===== src/rtl/cla_adder_pkg.sv =====
// Shared definitions for the carry-lookahead adder: group width and the
// group propagate/generate pair.
package cla_pkg;

  localparam int GROUP_W = 4;

  typedef struct packed {
    logic p;
    logic g;
  } pg_t;

  // Collapse four per-bit propagate/generate terms into one group pair.
  function automatic pg_t group_pg(input logic [GROUP_W-1:0] p,
                                   input logic [GROUP_W-1:0] g);
    pg_t r;
    r.p = p[3] & p[2] & p[1] & p[0];
    r.g = g[3] | (p[3] & g[2]) | (p[3] & p[2] & g[1]) | (p[3] & p[2] & p[1] & g[0]);
    return r;
  endfunction

endpackage


===== src/rtl/cla_adder_cla4.sv =====
// 4-bit carry-lookahead group: fully expanded internal carries, sum bits,
// and the group propagate/generate pair for the second-level unit.
module cla4
  import cla_pkg::*;
(
  input  logic [GROUP_W-1:0] a,
  input  logic [GROUP_W-1:0] b,
  input  logic               cin,
  output logic [GROUP_W-1:0] sum,
  output logic               grp_p,
  output logic               grp_g
);

  logic [GROUP_W-1:0] p;
  logic [GROUP_W-1:0] g;
  logic [GROUP_W-1:0] c;
  pg_t                pg;

  assign p = a ^ b;
  assign g = a & b;

  // Each carry is a flat sum of products of cin, so no carry waits on another.
  assign c[0] = cin;
  assign c[1] = g[0] | (p[0] & cin);
  assign c[2] = g[1] | (p[1] & g[0]) | (p[1] & p[0] & cin);
  assign c[3] = g[2] | (p[2] & g[1]) | (p[2] & p[1] & g[0]) | (p[2] & p[1] & p[0] & cin);

  assign sum = p ^ c;

  assign pg    = group_pg(p, g);
  assign grp_p = pg.p;
  assign grp_g = pg.g;

endmodule


===== src/rtl/cla_adder.sv =====
// Registered carry-lookahead adder: {cout, sum} = a + b + cin, presented one
// clock after the operands are sampled with in_valid.
module cla_adder
  import cla_pkg::*;
#(
  parameter int WIDTH = 8  // must be a multiple of GROUP_W
) (
  input  logic             clk,
  input  logic             rst_n,
  input  logic             in_valid,
  input  logic [WIDTH-1:0] a,
  input  logic [WIDTH-1:0] b,
  input  logic             cin,
  output logic [WIDTH-1:0] sum,
  output logic             cout,
  output logic             out_valid
);

  localparam int NGROUPS = WIDTH / GROUP_W;

  logic [NGROUPS-1:0] grp_p;
  logic [NGROUPS-1:0] grp_g;
  logic [NGROUPS:0]   c;
  logic [WIDTH-1:0]   sum_d;

  for (genvar k = 0; k < NGROUPS; k++) begin : g_grp
    cla4 u_cla4 (
      .a     (a[k*GROUP_W +: GROUP_W]),
      .b     (b[k*GROUP_W +: GROUP_W]),
      .cin   (c[k]),
      .sum   (sum_d[k*GROUP_W +: GROUP_W]),
      .grp_p (grp_p[k]),
      .grp_g (grp_g[k])
    );
  end

  // Second-level lookahead: group P/G never depend on their own carry-in,
  // so this chain only touches group-level signals.
  always_comb begin
    c    = '0;
    c[0] = cin;
    for (int k = 0; k < NGROUPS; k++) begin
      c[k+1] = grp_g[k] | (grp_p[k] & c[k]);
    end
  end

  // NOTE: state uses non-blocking assignments so every register samples the
  // pre-edge values; the async reset clears outputs without waiting for clk.
  always_ff @(posedge clk or negedge rst_n) begin
    if (!rst_n) begin
      sum       <= '0;
      cout      <= 1'b0;
      out_valid <= 1'b0;
    end else begin
      out_valid <= in_valid;
      if (in_valid) begin
        sum  <= sum_d;
        cout <= c[NGROUPS];
      end
    end
  end

endmodule


===== config.mk =====
export PLATFORM = sky130hd
export DESIGN_NAME = cla_adder
export DESIGN_NICKNAME = d
export VERILOG_FILES = /design/src/rtl/cla_adder_pkg.sv /design/src/rtl/cla_adder_cla4.sv /design/src/rtl/cla_adder.sv
export SDC_FILE = /design/constraint.sdc
export NUM_CORES = 1
export LEC_CHECK = 0
export ABC_AREA = 1
export CAP_MARGIN = 10
export CORE_MARGIN = 1.5
export CORE_UTILIZATION = 44
export CTS_CLUSTER_DIAMETER = 120
export DETAILED_ROUTE_END_ITERATION = 12
export HOLD_SLACK_MARGIN = 0.15
export PLACE_DENSITY = 0.83
export SLEW_MARGIN = 40
export SYNTH_ARGS = -nofsm -noshare
export SYNTH_HDL_FRONTEND = slang
export SYNTH_SLANG_ARGS = --single-unit
export TNS_END_PERCENT = 50

===== constraint.sdc =====
create_clock -name clk -period 1.4 [get_ports clk]
set_input_delay 0.14 -clock clk [delete_from_list [all_inputs] [get_ports clk]]
set_output_delay 0.14 -clock clk [all_outputs]
set_load 0.02 [all_outputs]

==> results_tabular.tex <==
\begin{tabular}{lr}
\hline
Metric & Value \\
\hline
\multicolumn{2}{l}{\textbf{Outcome}} \\
\quad Status & finished clean \\
\multicolumn{2}{l}{\textbf{Clock network}} \\
\quad Clk sink count & 10 \\
\quad TritonCTS clock tree & built \\
\quad Clock-pin slew on the worst setup and hold paths & 0.06 ns \\
\quad Clock latency at the later pin of the worst-skew pair & 0.26 ns \\
\quad CTS max path bufs & 2 \\
\quad Clock Tree Root & sky130\_fd\_sc\_hd\_\_clkbuf\_4 \\
\quad Total clock buffers created by CTS & 3 \\
\quad H-tree level count & 1 \\
\multicolumn{2}{l}{\textbf{Worst setup path}} \\
\quad Delay of the slowest cell on the worst path & 0.60 ns \\
\quad Path type of the worst setup path & reg -> out \\
\quad Worst-path maximum fanout & 2 \\
\quad Crit-path cells & clkdlybuf4s50\_1 \\
\quad Data required time of the worst path & 1.26 ns \\
\quad Arrival time of the worst setup path & 1.22 ns \\
\quad Startpoint types & register \\
\quad Top cell family by delay on the critical path & buffers and inverters \\
\quad Slowest stage cell, crit path & sky130\_fd\_sc\_hd\_\_clkdlybuf4s50\_1 \\
\quad Total buffers and inverters traversed by the critical path & 1 \\
\quad Kind of end point of the critical path & output port \\
\multicolumn{2}{l}{\textbf{Floorplan}} \\
\quad Effective utilization at floorplan & 46.2\% \\
\quad CORE AREA & 1490 sq um \\
\quad Die area & 1810 sq um \\
\quad Y dimension of the die & 42.5 microns \\
\quad Io pins & 30 \\
\quad Die Wd & 42.5 microns \\
\quad Total number of placement rows & 14 \\
\multicolumn{2}{l}{\textbf{Pwr}} \\
\quad Net switching power figure & 329 uW \\
\quad Switching portion of total power & 30.9\% \\
\quad Worst IR drop on VDD & 0.417 mV \\
\quad Logic pwr share & 42.9\% \\
\quad Total power divided by cell area & 906 nW/um\^{}2 \\
\quad Clock network power share & 23.5\% \\
\quad Lkg Pwr & 0.000614 uW \\
\quad Power share of the sequential group & 33.5\% \\
\quad Int Power & 737 uW \\
\multicolumn{2}{l}{\textbf{Finish}} \\
\quad Most common cell after layout, fill and taps aside & sky130\_fd\_sc\_hd\_\_nand2\_1 \\
\quad Synthesis-to-layout area growth & 71.1\% \\
\quad Fin util & 79.1\% \\
\quad Nets@finish & 157 \\
\quad Number of filler instances in the final layout & 105 \\
\quad Area taken by flip-flops and latches & 250 sq um \\
\quad Area occupied by multi-input gates & 438 sq um \\
\quad Filler-free cell count of the finished design & 142 \\
\quad Share of layout cells above drive strength 1 & 28.6\% \\
\quad Count of antenna diodes in the layout & 0 \\
\quad Commonest non-fill, non-tap cells in the layout & sky130\_fd\_sc\_hd\_\_nand2\_1, sky130\_fd\_sc\_hd\_\_clkdlybuf4s50\_1, sky130\_fd\_sc\_hd\_\_buf\_4 \\
\multicolumn{2}{l}{\textbf{GRT}} \\
\quad Largest net degree at the start of global routing & 15 \\
\quad Global-route wire length before repair & 2420 microns \\
\quad Remaining Overflow, GRT & 0 \\
\quad Via count of the first global-routing pass & 596 \\
\quad Global-route usage over all layers & 18.1\% \\
\quad Antenna violations before repair & 0 \\
\multicolumn{2}{l}{\textbf{Drt}} \\
\quad Average wire per cell in the routed design & 10.7 microns \\
\quad Total Routed Length & 1520 microns \\
\quad Violation count after the first detailed-route iteration & 11 \\
\quad Count of TritonRoute iterations in the first routing pass & 4 \\
\quad Vias per Instance & 4.78 \\
\quad Count of vias placed by the detailed router & 679 \\
\quad Antenna-violating nets left & 0 \\
\quad \# DRC & 0 \\
\multicolumn{2}{l}{\textbf{Synth}} \\
\quad Total standard cell area after synthesis & 688 sq um \\
\quad Flop and latch count out of synthesis & 10 \\
\quad Library cells used by synthesis & 20 \\
\quad Portion of netlist area occupied by mux cells & 0\% \\
\quad Average footprint of a synthesized cell & 8.60 sq um \\
\quad Count of warnings emitted by yosys & 0 \\
\quad Fraction of the mapped netlist area in simple logic gates & 25.1\% \\
\quad Sequential area share after synthesis & 36.4\% \\
\quad Count of mapped cells out of synthesis & 80 \\
\quad Share of the synthesized netlist area taken by xor and xnor gates & 3.82\% \\
\quad Main combinational cell family by area after synthesis & simple AND/OR/NAND/NOR gates \\
\quad Post-Synthesis Net Count & 110 \\
\quad Compound-cell area share of the yosys netlist & 8.73\% \\
\quad Post-Synth Adder-Cell Area & 20.4\% \\
\multicolumn{2}{l}{\textbf{Timing}} \\
\quad Slew at the pin closest to its max-slew limit & 0.435 ns \\
\quad Minimum clock period & 1.36 ns \\
\quad Fin Clk Skew & 0 ns \\
\quad Maximum operating frequency & 738 MHz \\
\quad Final number of setup-violating endpoints & 0 \\
\quad Share of the cycle needed by the critical path after routing & 96.8\% \\
\quad Count of final max-slew check failures & 0 \\
\quad RSZ-0062 raised after global routing & yes \\
\quad Hold violation total from the final report & 0 \\
\quad Max transition margin & 70.9\% \\
\multicolumn{2}{l}{\textbf{Hold path}} \\
\quad Hold/Removal Path Class & in -> async \\
\multicolumn{2}{l}{\textbf{Placement}} \\
\quad HPWL after detailed placement & 1220 microns \\
\quad Placed cell count & 135 \\
\quad Total of buffers placed on input and output ports & 29 \\
\quad Final Wtd Congestion & 0.764 \\
\multicolumn{2}{l}{\textbf{Job}} \\
\quad Max Cap Violations & 0 \\
\hline
\end{tabular}
through the flow:
stage	hold slack, ns	area, sq um	TNS, ns	worst slack (ns)	total power, uW
after floorplan	-0.156	691	0	0.0145	574
after global placement	0.465	1080	-1.80	-0.424	784
after detailed placement	0.467	1080	-2.29	-0.487	801
after CTS	0.188	1150	0	0.00107	1070
after global routing	0.205	1180	-0.00384	-0.00384	1140
final	0.182	1180	0	0.0446	1070
metal layers:
layer / wire (microns) / up-vias / track usage (%)
li1: - / 350 / -
met3: 34 / 5 / 2.59
met4: 30 / 0 / 11.3
met1: 631 / 304 / 20.7
met2: 821 / 20 / 31.4
met5: 0 / - / 0
synthesized netlist by cell type (all sizes together):
cell | instances | share of area, %
o21ai | 5 | 3.6
a21o | 1 | 1.1
inv | 8 | 4.4
and3 | 1 | 0.91
xnor2 | 2 | 2.5
ha | 8 | 15
nor2 | 5 | 3.1
xor2 | 1 | 1.3
buf | 1 | 0.73
clkinv | 1 | 0.54
fa | 2 | 5.8
nand3 | 5 | 5.1
a21oi | 4 | 4.0
nand2 | 26 | 16
dfrtp | 10 | 36
area by class of cell:
type | count | area share (%)
multi-input combinational | 60 | 37.2
timing repair buffer | 43 | 33.8
sequential | 10 | 21.3
clock buffer | 4 | 3.08
inverter | 9 | 2.98
tap | 16 | 1.70
flip-flops by register name (all words and copies together) (netlist names):
register	flops
out_valid	1
sum	8
cout	1
worst paths after layout:
path / start / slack [ns] / endpoint / depth (start not counted)
min in group clk: b[0] / 0.40 / sum[0] / 4
max in group asynchronous: rst_n / 0.91 / sum[3] / 1
hold / removal: rst_n / 0.18 / sum[2] / 1
setup reg to reg: cout / 0.76 / cout / 2
hold reg to reg: sum[7] / 0.48 / sum[7] / 2
setup / recovery: sum[4] / 0.04 / sum[4] / 1
repair_timing:
item,4_1_cts,5_1_grt
endpoints found under the setup margin,4,6
buffers inserted,2,1
resized for setup,14,7
hold buffers,0,0
hold endpoints to repair,0,0
pin swaps,10,5
logic make-up (layout without fill, tap and decap cells):
kind of cell             after synthesis  in the layout
adder cells (fa/ha/maj)               10             10
AO/OA/AOI/OAI                         10             10
buffers and inverters                 10             56
AND/OR/NAND/NOR                       37             37
flip-flops                            10             10
XOR/XNOR                               3              3
power groups by stage:
stage / Combinational [uW] / Clock, uW / Sequential (uW)
2_1_floorplan: 153 / 0 / 421
3_3_place_gp: 422 / 0 / 362
3_5_place_dp: 436 / 0 / 364
4_1_cts: 453 / 259 / 359
5_1_grt: 494 / 278 / 365
6_report: 458 / 251 / 357
Power figures use the tool's default switching activity.
